===== config.mk =====
export PLATFORM = sky130hd
export DESIGN_NAME = alu_cmd_issue
export DESIGN_NICKNAME = d
export VERILOG_FILES = /design/src/rtl/alu_pkg.sv /design/src/rtl/alu_cmd_fifo.sv /design/src/rtl/alu_cmd_issue.sv
export SDC_FILE = /design/constraint.sdc
export NUM_CORES = 1
export LEC_CHECK = 0
export CORE_MARGIN = 8
export CORE_UTILIZATION = 54
export DETAILED_ROUTE_END_ITERATION = 8
export PLACE_DENSITY = 0.82
export SLEW_MARGIN = 20
export SYNTH_ARGS = -nofsm -noshare
export SYNTH_HDL_FRONTEND = slang
export SYNTH_HIERARCHICAL = 1
export SYNTH_SLANG_ARGS = --single-unit

===== constraint.sdc =====
create_clock -name clk_i -period 4.57 [get_ports clk_i]
set_clock_uncertainty 0.15 [all_clocks]
set_input_delay 0.914 -clock clk_i [delete_from_list [all_inputs] [get_ports clk_i]]
set_output_delay 0.914 -clock clk_i [all_outputs]
set_load 0.02 [all_outputs]

===== src/rtl/alu_pkg.sv =====
// rtl/alu_pkg.sv - shared widths, ALU control encoding and command record for the ALU issue stage
package alu_pkg;

  localparam int DATA_W = 32;
  localparam int CTRL_W = 3;
  localparam int TAG_W  = 4;

  // Known ALU encodings; the issue stage carries ctrl opaquely and never decodes it.
  typedef enum logic [CTRL_W-1:0] {
    ALU_AND = 3'b000,
    ALU_OR  = 3'b001,
    ALU_ADD = 3'b010,
    ALU_SUB = 3'b110,
    ALU_SLT = 3'b111
  } alu_ctrl_e;

  typedef struct packed {
    logic [DATA_W-1:0] a;
    logic [DATA_W-1:0] b;
    logic [CTRL_W-1:0] ctrl;
    logic [TAG_W-1:0]  tag;
  } alu_cmd_t;

endpackage


===== src/rtl/alu_cmd_fifo.sv =====
// rtl/alu_cmd_fifo.sv - synchronous FIFO of alu_cmd_t with registered full/empty/count
module alu_cmd_fifo
  import alu_pkg::*;
#(
  parameter  int DEPTH = 4,
  localparam int AW    = $clog2(DEPTH),
  localparam int CW    = $clog2(DEPTH + 1)
) (
  input  logic          clk,
  input  logic          rst,
  input  logic          push,
  input  alu_cmd_t      push_data,
  input  logic          pop,
  output alu_cmd_t      pop_data,
  output logic          full,
  output logic          empty,
  output logic [CW-1:0] count
);

  alu_cmd_t        mem [DEPTH];
  logic [AW-1:0]   wr_ptr;
  logic [AW-1:0]   rd_ptr;
  logic            do_push;
  logic            do_pop;

  assign full     = (count == CW'(DEPTH));
  assign empty    = (count == '0);
  assign do_push  = push && !full;
  assign do_pop   = pop && !empty;
  assign pop_data = mem[rd_ptr];

  // Storage is not reset: validity is tracked entirely by count and pointers.
  always_ff @(posedge clk) begin
    if (do_push) begin
      mem[wr_ptr] <= push_data;
    end
  end

  // Pointers are log2(DEPTH) wide, so they wrap modulo DEPTH for free.
  always_ff @(posedge clk or posedge rst) begin
    if (rst) begin
      wr_ptr <= '0;
      rd_ptr <= '0;
      count  <= '0;
    end else begin
      if (do_push) begin
        wr_ptr <= wr_ptr + AW'(1);
      end
      if (do_pop) begin
        rd_ptr <= rd_ptr + AW'(1);
      end
      case ({do_push, do_pop})
        2'b10:   count <= count + CW'(1);
        2'b01:   count <= count - CW'(1);
        default: count <= count;
      endcase
    end
  end

endmodule


===== src/rtl/alu_cmd_issue.sv =====
// rtl/alu_cmd_issue.sv - in-order issue stage: command FIFO -> ALU operand register -> response register
module alu_cmd_issue
  import alu_pkg::*;
#(
  parameter  int DEPTH = 4,
  localparam int CW    = $clog2(DEPTH + 1)
) (
  input  logic              clk_i,
  input  logic              rst_i,
  input  logic              cmd_valid_i,
  output logic              cmd_ready_o,
  input  logic [DATA_W-1:0] cmd_a_i,
  input  logic [DATA_W-1:0] cmd_b_i,
  input  logic [CTRL_W-1:0] cmd_ctrl_i,
  input  logic [TAG_W-1:0]  cmd_tag_i,
  output logic [DATA_W-1:0] dataA_o,
  output logic [DATA_W-1:0] dataB_o,
  output logic [CTRL_W-1:0] ALUCtrl_o,
  input  logic [DATA_W-1:0] ALUResult_i,
  input  logic              Zero_i,
  output logic              rsp_valid_o,
  input  logic              rsp_ready_i,
  output logic [DATA_W-1:0] rsp_result_o,
  output logic              rsp_zero_o,
  output logic [TAG_W-1:0]  rsp_tag_o,
  output logic [CW-1:0]     fifo_count_o
);

  alu_cmd_t push_cmd;
  alu_cmd_t head_cmd;
  alu_cmd_t issue_cmd;
  logic     issue_vld;
  logic     fifo_full;
  logic     fifo_empty;
  logic     rsp_can;
  logic     issue_adv;
  logic     do_pop;

  assign push_cmd    = {cmd_a_i, cmd_b_i, cmd_ctrl_i, cmd_tag_i};
  assign cmd_ready_o = !fifo_full;
  assign rsp_can     = !rsp_valid_o || rsp_ready_i;
  assign issue_adv   = !issue_vld || rsp_can;
  assign do_pop      = issue_adv && !fifo_empty;

  alu_cmd_fifo #(.DEPTH(DEPTH)) u_fifo (
    .clk       (clk_i),
    .rst       (rst_i),
    .push      (cmd_valid_i),
    .push_data (push_cmd),
    .pop       (do_pop),
    .pop_data  (head_cmd),
    .full      (fifo_full),
    .empty     (fifo_empty),
    .count     (fifo_count_o)
  );

  // Operands are left at their last value when nothing issues, keeping the ALU inputs quiet.
  always_ff @(posedge clk_i or posedge rst_i) begin
    if (rst_i) begin
      issue_cmd <= '0;
      issue_vld <= 1'b0;
    end else if (issue_adv) begin
      if (!fifo_empty) begin
        issue_cmd <= head_cmd;
        issue_vld <= 1'b1;
      end else begin
        issue_vld <= 1'b0;
      end
    end
  end

  assign dataA_o   = issue_cmd.a;
  assign dataB_o   = issue_cmd.b;
  assign ALUCtrl_o = issue_cmd.ctrl;

  always_ff @(posedge clk_i or posedge rst_i) begin
    if (rst_i) begin
      rsp_valid_o  <= 1'b0;
      rsp_result_o <= '0;
      rsp_zero_o   <= 1'b0;
      rsp_tag_o    <= '0;
    end else if (issue_vld && rsp_can) begin
      rsp_valid_o  <= 1'b1;
      rsp_result_o <= ALUResult_i;
      rsp_zero_o   <= Zero_i;
      rsp_tag_o    <= issue_cmd.tag;
    end else if (rsp_ready_i) begin
      rsp_valid_o  <= 1'b0;
    end
  end

endmodule


After elaboration in Yosys (flattened, before gate mapping)
Memories as Yosys holds them, arrays and structs flattened. A register that Yosys moved wholly into a read port is not among the register bits. Index checks and enable logic that the tools add are counted.

ROM bits: 0. Bits in latches: 0. Input bits: 108. Memories: 1. Word-level logic and storage cells: 37. RAM bits: 284. Register bits: 46. Output and inout bits: 109.

Memory list: u_fifo.mem (words 4, bits a word 71, read ports 1, clocked after Yosys merged registers in 1, wr ports 1, RTL line alu_cmd_fifo.sv:20) `alu_cmd_t mem [DEPTH];`.

Reduce and logical (&&, ||, !) cells: 14. Div/mod/pow operators: 0. Mux-type cells: 6. Bitwise gates (word level): 1. Order comparisons: 0. Equality and inequality tests: 3. Multipliers: 0. Add/subtract/negate cells: 4. Shift operators: 0.

Operator list (count): 3-bit case mux with 2 select lines (1); 1-bit two-way mux (5); 2-bit by 1-bit adder with 2-bit output (second input constant) (2); 1-bit logical AND (4); 1-bit logical NOT (4); 2-bit nonzero test (2); 3-bit by 1-bit adder with 3-bit output (second input constant) (1); 3-bit == test (second input constant) (1); 3-bit logical NOT (1); 3-bit by 1-bit subtractor with 3-bit output (second input constant) (1); 2-bit by 1-bit == test with 1-bit output (second input constant) (1); 2-bit == test (second input constant) (1); 1-bit logical OR (2); 2-bit AND reduction (1); 1-bit inverter (1).

Longest topological paths before layout
Gate-level depths: netlist of run 1.

Depth after elaboration: 7. Mapped depth: 10. Gate-level depth less buffers: 9.

By module
The synthesis of run 1 kept the hierarchy.

Modules (own cells, without submodules): alu_cmd_fifo (cells each 409, instances 1, area each 10747.8 um^2, sequential area each 8703.3 um^2); alu_cmd_issue (cells each 304, instances 1, area each 4648.2 um^2, sequential area each 2752.6 um^2).

Least setup slack after synthesis of run 1
OpenSTA, ideal clock, no wires.

Path type: input to register. Start: input cmd_valid_i. End: memory u_fifo/mem[0][0] (netlist bit), enable pin. Slack: 1.132 ns. Arrival: 2.851 ns. Buffers on the path: 0. Library setup time: 0.437 ns. Data required time: 3.983 ns. Stages on the path: 2. Path through: nor2b_2 -> and2_1.

Cells in the longest elaborated chain, start to end: 3.

RTL lines: start, declared (RTL line alu_cmd_issue.sv:10) `input logic cmd_valid_i,`; 1-bit logical AND (RTL line alu_cmd_fifo.sv:28) `assign do_push = push && !full;`; 1-bit two-way mux (RTL line alu_cmd_fifo.sv:34) `if (do_push) begin`; 1-bit two-way mux (implied by the code) (RTL line alu_cmd_fifo.sv:35) `mem[wr_ptr] <= push_data;`; end, declared (RTL line alu_cmd_fifo.sv:20).

No other way between the ends.

Final worst setup path of run 1
Start: register u_fifo.count[0]. End: output cmd_ready_o.

Cells in the longest elaborated chain, start to end: 2.

RTL lines: start, declared (RTL line alu_cmd_fifo.sv:17) `output logic [CW-1:0] count`; start signal, assigned (RTL line alu_cmd_fifo.sv:53) `2'b10: count <= count + CW'(1);`; start signal, assigned (RTL line alu_cmd_fifo.sv:54) `2'b01: count <= count - CW'(1);`; start signal, assigned (RTL line alu_cmd_fifo.sv:55) `default: count <= count;`; 3-bit == test (RTL line alu_cmd_fifo.sv:26) `assign full = (count == CW'(DEPTH));`; named net fifo_full (RTL line alu_cmd_issue.sv:33) `logic fifo_full;`; 1-bit logical NOT (RTL line alu_cmd_issue.sv:40) `assign cmd_ready_o = !fifo_full;`; end, declared (RTL line alu_cmd_issue.sv:11) `output logic cmd_ready_o,`.

The timed path passes the listed nets, and every way through them passes these cells.

==> results.cfg, run 1 <==
[cells_and_area]
multi_input_area_mm2 = 0.00311
drive_gt1_share_pct = 27.9
synthToLayoutAreaGrowth_pct = 20.8
fin_area_mm2 = 0.0186
fin_cells = 1300
regArea_mm2 = 0.0115
fin_nets = 1001
fill_cells = 1906
final_common_cell = edfxtp_1
most-common-layout-cells = 284 x edfxtp_1, 216 x clkdlybuf4s50_1, 115 x dfrtp_1

[drt]
first_pass_iters = 5
drt-total-wl_um = 28700
avgViaCountPerCell = 5.34
drtAntennaViolNets = 0
wl_per_cell_um = 22.1
via_count = 6940
drc = 0
drt_iter0_drc = 423

[sta]
slew_headroom_pct = 26.9
finalHoldViolations = 0
tns_ns = 0
fmax_mhz = 349
worst_pin_slew_ns = 1.10
setup_viol_count_final = 0
min_period_ns = 2.87
rsz0062_at_grt = false
setup_slack_ns = 1.70
report.final.slew_viol_count = 0
timing.final.crit_share_pct = 62.8

[yosys]
synth.avg_cell_area_um2 = 21.6
netlist.area_leader.share_pct = 55.4
synthArstFlopShare_pct = 29.2
synthTopCellsByArea = edfxtp_1 55%, dfrtp_1 19%, mux4_2 10%
yosysTopAreaCell = edfxtp_1
ys_seq_area_share_pct = 74.4
syn-instance-count = 713
synth_area_mm2 = 0.0154
syn-num-nets = 827
synth.distinct_cells = 26
synth-edff-count = 284
yosys_register_bits = 401
ys_warn_count = 6
synth_ff_type = edfxtp_1

[place]
dp_slack_ns = 1.32
globalplace.congestion = 0.735
place_area_mm2 = 0.0174
io_buffers = 216
dp_cells = 1230
dp_hpwl_um = 17800

[floorplan]
boundaryPins = 217
die_h_um = 185
start_util_pct = 54.2
num_rows = 62
die_area_mm2 = 0.0342
dieWidth_um = 185
core_mm2 = 0.0284

[worst_setup_path]
worstPathArrival_ns = 1.80
critPathLaunch = u_fifo/count[0]
required_ns = 3.51
r2r_slack_ns = 2.13
r2r_end = u_fifo/mem[2][55]
r2r-start = u_fifo/count[2]
cp-endpoint = cmd_ready_o
critPathLaunchType = register
cp-end-kind = output pin
cp_max_fo = 6
ff2ff_path_depth = 4
path_class = register to output pin

[cts]
clock_latency_ns = 0.51
cts_resized = 0
cts.sinks = 401
clk_path_buf_depth = 3
postCtsHoldBufs = 0
cts.clk_slew.worst_paths_ns = 0.06
root_buffer = clkbuf_16
numCtsBuffers = 39
htreeDepth = 2
cts_tree = built
post_cts_buffers = 0

[flow_run]
cap_violations = 0

[global_route]
grt_pass1_wl_um = 44300
grt_use_total_pct = 17.0
grt_pass1_vias = 7736
grt_max_degree = 73
antenna_found_initial = 0
grt_overflow = 0

[min_path]
min_from = rsp_result_o[27]
holdCritPathClass = register to register
hold_depth = 1

[power_and_ir_drop]
powerDensity_mw_per_mm2 = 671
vdd.ir_drop.worst_v = 0.000410
power_mw = 12.5
power_leakage_nw = 6.53

[status]
outcome = complete, no violations
==> worst min-delay path by stage <==
stage	endpoint	slack, ns
after floorplan	issue_cmd[0]	0.33
after global placement	rsp_result_o[18]	0.34
after detailed placement	rsp_result_o[14]	0.34
after CTS	rsp_result_o[14]	0.35
after global routing	dataA_o[18]	0.37
final	rsp_result_o[27]	0.35
==> kinds of logic (layout without fill, tap and decap cells) <==
family	after synthesis	count (layout)	share of synthesized area (%)
compound gates	2	2	0.163
simple gates	15	15	0.642
mux	181	181	18.4
flops	401	401	74.4
buf+inv	102	304	5.46
other cells	0	1	0
xor+xnor	6	6	0.341
fa+ha+maj	6	6	0.536
==> worst max-delay path, cell delays in order (launching register included) <==
cell             delay (ns)
dfrtp_1                0.45
nor3b_2                0.25
inv_1                  0.05
clkdlybuf4s50_1        0.54
==> synthesized netlist by cell type, types with 2 or more instances <==
cell type,instances
xnor2_1,3
xor2_1,3
nand2b_1,2
and2_1,4
buf_2,8
buf_4,67
edfxtp_1,284
ha_1,5
buf_12,7
dfrtp_1,117
nand2_1,3
inv_1,9
buf_6,11
mux4_2,70
mux2_2,109
==> final cells by class <==
type / instances / share of cell area (%)
clock buffers: 60 / 6.28
well taps: 384 / 2.58
repair buffers: 226 / 12.2
diodes: 1 / 0.0135
inverters: 9 / 0.195
clock inverters: 9 / 0.357
flip-flops and latches: 401 / 61.6
multi-input cells: 210 / 16.7
==> through the flow <==
| step | util (%) | hold slack, ns |
|---|---|---|
| floorplan | - | 0.327 |
| detailed placement | 61.2 | 0.342 |
| finish | 65.5 | 0.352 |
| global route | 65.5 | 0.367 |
| global placement | 61.2 | 0.337 |
| CTS | 65.5 | 0.355 |
==> per-layer routing <==
layer	vias up	track usage (%)	share of wire [%]
li1	3073	-	-
met1	3599	21.8	40
met2	224	29.0	51
met3	44	3.69	6.6
met4	0	4.99	2.1
met5	-	0	0
==> power breakdown <==
group / switching [mW] / leakage [nW] / total (mW) / internal (mW)
Combinational: 1.76 / 1.96 / 3.88 / 2.12
Clock: 1.26 / 0.608 / 3.07 / 1.81
Sequential: 0.591 / 3.96 / 5.54 / 4.95
Total: 3.61 / 6.53 / 12.5 / 8.88
==> flip-flops by register name (all words and copies together), names as in the netlist, 2 cells and up <==
register       flops
u_fifo/mem       284
dataA_o           32
dataB_o           32
rsp_result_o      32
issue_cmd          4
rsp_tag_o          4
ALUCtrl_o          3
u_fifo/count       3
u_fifo/rd_ptr      2
u_fifo/wr_ptr      2
Note: power is estimated with default switching activity, not from simulation.
==> run 2, diff against run 1 <==
- clock period: 4.57 -> 2.9 ns (I/O delays scaled with it)
==> run 2 against run 1 <==
  * Register-to-register slack lost 1.4 ns
  * Sequential share of layout area shrank 0.85 points
  * Via count grew 1.0%
==> results.cfg, run 2 (synthesized netlist as in run 1, its figures left out) <==
[sta]
setup_slack_ns = 0.314
whs_ns = 0.245
min_period_ns = 2.59
slew_headroom_pct = 67.6
worst_pin_slew_ns = 0.486
finalHoldViolations = 0
rsz0062_at_grt = false
setup_viol_count_final = 0
fmax_mhz = 387
timing.final.crit_share_pct = 89.2
tns_ns = 0
report.final.slew_viol_count = 0

[cts]
postCtsHoldBufs = 0
cts.clk_slew.worst_paths_ns = 0.06
clk_path_buf_depth = 3
numCtsBuffers = 40
cts.sinks = 401
cts_tree = built
clock_latency_ns = 0.51
cts_resized = 0
root_buffer = clkbuf_16
post_cts_buffers = 0
htreeDepth = 2

[status]
outcome = complete, no violations

[cells_and_area]
final_common_cell = edfxtp_1
final_util_pct = 66.4
synthToLayoutAreaGrowth_pct = 22.5
most-common-layout-cells = 284 x edfxtp_1, 216 x clkdlybuf4s50_1, 115 x dfrtp_1
fin_nets = 1012
largest_reg_flops = 284
fin_cells = 1316
fin_area_mm2 = 0.0189
regMostFlops = u_fifo/mem
drive_gt1_share_pct = 29.0

[floorplan]
core_mm2 = 0.0284
die_h_um = 185
boundaryPins = 217
num_rows = 62
start_util_pct = 54.2
die_area_mm2 = 0.0342
dieWidth_um = 185

[drt]
drt-total-wl_um = 28800
via_count = 7012
wl_per_cell_um = 21.9
drtAntennaViolNets = 0
drt_iter0_drc = 297
drc = 0
avgViaCountPerCell = 5.33
first_pass_iters = 4

[worst_setup_path]
cp_max_fo = 6
worstPathArrival_ns = 1.86
required_ns = 2.17
slowest_stage = clkdlybuf4s50_1
path_class = register to output pin
critPathLaunchType = register
r2r_slack_ns = 0.68
cp-end-kind = output pin
ff2ff_path_depth = 9
cp_cell_sequence = nor3b_2 -> inv_1 -> clkdlybuf4s50_1
slowest_delay_ns = 0.56

[power_and_ir_drop]
vdd.ir_drop.worst_v = 0.000711
power_leakage_nw = 6.63
power_mw = 19.9
powerDensity_mw_per_mm2 = 1060

[flow_run]
cap_violations = 0

[global_route]
grt_max_degree = 72
grt_pass1_wl_um = 45100
grt_use_total_pct = 17.2
grt_pass1_vias = 7945
grt_overflow = 0
antenna_found_initial = 2

[place]
globalplace.congestion = 0.706
dp_slack_ns = 0.112
dp_cells = 1240
io_buffers = 216
dp_hpwl_um = 17500
place_area_mm2 = 0.0176

[min_path]
holdCritPathClass = input pin to async pin
## run 2: path summary, 6_finish.rpt
path | endpoint | startpoint
worst max register to register | u_fifo/count[2] | u_fifo/count[0]
worst max-delay path | cmd_ready_o | u_fifo/count[0]
max in group asynchronous | dataB_o[7] | rst_i
worst min-delay path | u_fifo/count[2] | rst_i
min in group clk_i | rsp_result_o[31] | rsp_result_o[31]
worst min register to register | rsp_result_o[31] | rsp_result_o[31]
## run 2: final cells by class
cell class / count / area [um2]
diodes: 2 / 5.00
clock buffers: 57 / 1150
clock inverters: 17 / 120
fillers: 1842 / 9530
inverters: 9 / 37.5
multi-input cells: 210 / 3110
flip-flops and latches: 401 / 11500
well taps: 384 / 480
repair buffers: 236 / 2500
## run 2: power breakdown
group / internal, mW / switching, mW
clock network: 2.85 / 2.03
logic: 3.49 / 2.97
registers: 7.80 / 0.779
total: 14.1 / 5.79
## run 2: critical path, delay by kind of cell, from the launching register on
family	cells	cell delay, ns
simple gates	1	0.27
buf+inv	2	0.62
flops	1	0.46
## run 2: layer usage
| metal | up-vias | global-route usage, % | share of wire [%] |
|---|---|---|---|
| li1 | 3089 | - | - |
| met1 | 3678 | 21.1 | 40 |
| met2 | 206 | 30.6 | 52 |
| met3 | 39 | 3.65 | 5.8 |
| met4 | 0 | 4.77 | 2.0 |
| met5 | - | 0 | 0 |
==> run 3, diff against run 2 <==
- GPL_ROUTABILITY_DRIVEN: not set -> 0
- clock period: 2.9 -> 2.8 ns (I/O delays scaled with it)
==> run 3 against run 2 <==
  * Sequential share of layout area shrank 0.45 points
  * Global-route usage grew 0.56 points
  * Flip-flop and latch count is the same
  * Highest routed layer unchanged
  * Sequential power grew 3.0%
  * Clock-buffer cell count grew 3
==> results.cfg, run 3 (synthesized netlist as in run 1, its figures left out) <==
[status]
outcome = complete, no violations

[sta]
rsz0062_at_grt = false
setup_viol_count_final = 0
tns_ns = 0
slew_headroom_pct = 71.0
worst_pin_slew_ns = 0.432
timing.final.crit_share_pct = 91.4
fmax_mhz = 391
whs_ns = 0.262
min_period_ns = 2.56
report.final.slew_viol_count = 0
finalHoldViolations = 0

[global_route]
grt_overflow = 0
grt_use_total_pct = 17.8
grt_max_degree = 62
grt_pass1_vias = 7955
antenna_found_initial = 1
grt_pass1_wl_um = 46000

[cells_and_area]
drive_gt1_share_pct = 29.3
regArea_mm2 = 0.0115
fill_cells = 1837
regMostFlops = u_fifo/mem
most-common-layout-cells = 284 x edfxtp_1, 216 x clkdlybuf4s50_1, 115 x dfrtp_1
final_common_cell = edfxtp_1
multi_input_area_mm2 = 0.00311
largest_reg_flops = 284
fin_nets = 1016
final_util_pct = 66.9
synthToLayoutAreaGrowth_pct = 23.4

[drt]
drc = 0
first_pass_iters = 4
wl_per_cell_um = 22.6
drt_iter0_drc = 329
drt-total-wl_um = 29900
wl_met3_um = 1900
top_layer_used = met4
via_count = 7087
avgViaCountPerCell = 5.37
wl_met1_um = 11800
met2_length_um = 15500
drtAntennaViolNets = 0

[cts]
numCtsBuffers = 41
post_cts_buffers = 0
postCtsHoldBufs = 0
cts.clk_slew.worst_paths_ns = 0.06
cts_tree = built
root_buffer = clkbuf_16
cts.sinks = 401
cts_resized = 0
clk_path_buf_depth = 3
clock_latency_ns = 0.52
htreeDepth = 2

[min_path]
holdCritPathClass = input pin to async pin

[power_and_ir_drop]
vdd.ir_drop.worst_v = 0.000834
power_mw = 21.1
power_leakage_nw = 6.70
powerDensity_mw_per_mm2 = 1110

[floorplan]
die_h_um = 185
boundaryPins = 217
dieWidth_um = 185
die_area_mm2 = 0.0342
num_rows = 62
core_mm2 = 0.0284
start_util_pct = 54.2

[place]
io_buffers = 216
dp_hpwl_um = 18500

[worst_setup_path]
required_ns = 2.09
cp-end-kind = output pin
worstPathArrival_ns = 1.85
cp_max_fo = 6
path_class = register to output pin
critPathLaunchType = register

[flow_run]
cap_violations = 0
-- run 3: cell count changes in the layout (fill, tap and decap cells not counted), sizes merged --
cell,delta
buf,+3
clkbuf,+3
bufinv,+2
inv,-2
clkinvlp,-1
diode,-1
-- run 3: through the flow --
step	instances	cell area (um2)	setup WS [ns]
after floorplan	713	15400	0.256
after global placement	1243	17700	0.0991
after detailed placement	1243	17700	0.0669
after CTS	1319	19000	0.200
after global routing	1320	19000	0.159
final	1320	19000	0.242
-- run 3: metal layers --
layer / up-vias / global-route usage (%)
met1: 3736 / 21.9
met3: 47 / 4.26
met2: 209 / 31.0
li1: 3095 / -
met5: - / 0
met4: 0 / 4.99
-- run 3: worst paths after layout --
path	startpoint	to	slack, ns	cells past startpoint
worst max-delay path	u_fifo/count[0]	cmd_ready_o	0.24	3
worst min-delay path	rst_i	u_fifo/rd_ptr[1]	0.26	2
worst max register to register	u_fifo/count[0]	u_fifo/count[2]	0.55	9
worst min register to register	dataB_o[0]	dataB_o[0]	0.35	1
max in group asynchronous	rst_i	dataB_o[15]	1.77	3
min in group clk_i	dataB_o[0]	dataB_o[0]	0.35	1
-- run 3: layout make-up --
cell class	instances	share of cell area, %
timing repair buffer	239	13.5
sequential	401	60.3
antenna	1	0.0132
multi-input combinational	210	16.4
clock inverter	16	0.836
inverter	9	0.198
tap	384	2.53
clock buffer	60	6.26
-- run 3: power breakdown --
| group | internal, mW | switching (mW) |
|---|---|---|
| logic | 3.67 | 3.22 |
| registers | 8.08 | 0.753 |
| clock network | 3.23 | 2.13 |
| total | 15.0 | 6.10 |
-- run 3: critical path: stages (launching register included) --
cell             delay (ns)
dfrtp_1                0.46
nor3b_2                0.26
inv_1                  0.06
clkdlybuf4s50_1        0.55
==> patch (config.mk and constraints of run 2) <==
Register the output `fifo_count_o`; this adds one clock of latency there. The other outputs are not delayed to match.
--- a/src/rtl/alu_cmd_issue.sv
+++ b/src/rtl/alu_cmd_issue.sv
@@ -28,2 +28,4 @@
 
+  logic [CW-1:0] fifo_count_d;
+
   alu_cmd_t push_cmd;
@@ -53,3 +55,3 @@
     .empty     (fifo_empty),
-    .count     (fifo_count_o)
+    .count     (fifo_count_d)
   );
@@ -91,2 +93,6 @@
 
+  always_ff @(posedge clk_i) begin
+    fifo_count_o <= fifo_count_d;
+  end
+
 endmodule
Function: changed (Yosys sat finds a counterexample within 4 cycles, from zero or initial values and one cycle with rst_i high).
==> patch against run 2 <==
- power is 3.4% higher
- synthesized area up 0.39%
- sequential cell count increased by 3
- setup slack better by 0.047 ns
- final area up 1.0%
- wire length grew 1.3%
- sequential share of layout area fell by 0.28 points
- non-clock buffer count is 1 lower
- highest routed layer is now met5
==> patch: results (changes against run 2) <==
metric,value,unit,change
post-DP HPWL,17.9,mm,+1.9%
Total GRT Usage,17.4,%,+0.18 points
GPL Wtd Cong,0.747,,+5.9%
clock latency on the worst-skew pair,0.52,ns,
maximum clock path buffer count,3,,unchanged
status,"complete, no violations",,
Max rail drop VDD,0.737,mV,+3.8%
Fillers,1821,,-1.1%
post-synthesis net count,830,,+0.36%
pre-CTS setup slack,0.109,ns,-0.00305 ns
Avg WL per Cell,22.1,um,+1.1%
drt pass-1 iters,4,,unchanged
CP arrival,1.81,ns,-0.05 ns
Ant. Diodes,0,,-2
share of cells above drive strength 1,29.1,%,+0.090 points
Max stage delay on crit path,0.54,ns,-0.02 ns
Leakage,6.73,nW,+1.5%
DR iter-0 viols,342,,+15%
synth top area cells,"edfxtp_1, dfrtp_1, mux4_2",,
sequential fraction of the synthesis area,74.5,%,+0.099 points
via/cell ratio,5.39,,+1.2%
Slew @ Worst Pin,0.503,ns,+0.0169 ns
Synth cell types,27,,+3.8%
CTS Buf Count,41,,+2.5%
Yosys warning total,6,,unchanged
Hold Crit Class,input pin to asynchronous set/reset pin,,
global-route wire length before repair,45.7,mm,+1.3%
ys async rst share,29.0,%,-0.22 points
Nets,1015,,+0.30%
vias in the first global route,7998,,+0.67%
initial antenna violation count,1,,-1
patch: cell type report:
cell class | instances | share of cell area (%)
clock buffer | 57 | 6.14
timing repair buffer | 235 | 13.0
inverter | 9 | 0.197
sequential | 404 | 60.5
clock inverter | 19 | 1.31
tap | 384 | 2.52
multi-input combinational | 210 | 16.3
patch: path summary, 6_finish.rpt:
| path | slack, ns | to |
|---|---|---|
| min in group clk_i | 0.32 | fifo_count_o[2]$_DFF_P_ |
| worst max-delay path | 0.36 | cmd_ready_o |
| worst max register to register | 0.71 | u_fifo/count[2]$_DFFE_PP0P_ |
| max in group asynchronous | 1.67 | dataB_o[17]$_DFFE_PP0P_ |
| worst min register to register | 0.32 | fifo_count_o[2]$_DFF_P_ |
| worst min-delay path | 0.24 | u_fifo/rd_ptr[0]$_DFFE_PP0P_ |
patch: per-stage QoR:
stage,cell area [um^2],std cells,util (%),power (W)
6_report,19000,1318,66.9,0.0206
5_1_grt,19000,1318,66.9,0.0216
4_1_cts,19000,1318,66.9,0.0209
3_5_place_dp,17600,1242,61.9,0.0154
3_3_place_gp,17600,1242,61.9,0.0152
2_1_floorplan,15500,716,-,0.0135
patch: cell families after synthesis:
group                    share of synthesized area [%]
flip-flops                                        74.5
multiplexers                                      18.4
buffers and inverters                             5.44
AND/OR/NAND/NOR                                  0.639
XOR/XNOR                                         0.340
adder cells (fa/ha/maj)                          0.534
AO/OA/AOI/OAI                                    0.162
patch: worst register-to-register path: stages (launching register included):
cell     delay (ns)
dfrtp_1        0.45
nor3_1         0.14
a21oi_4        0.17
o31a_1         0.18
ha_1           0.18
inv_1          0.06
fa_1           0.37
xor2_1         0.15
nor2_1         0.11
xor2_1         0.15
patch: report_power, final:
part	leakage, nW	switching (W)	internal, W
registers	3.98	0.000794	0.00787
clock network	0.699	0.00209	0.00336
logic	2.05	0.00300	0.00349
patch: layer usage:
layer  global-route usage, %  vias to the layer above  wire, um
met3                    4.08                       45      1940
met4                    5.06                        2       528
li1                        -                     3110         -
met5                       0                        -        13
met1                    21.6                     3720     11900
met2                    30.2                      231     14800
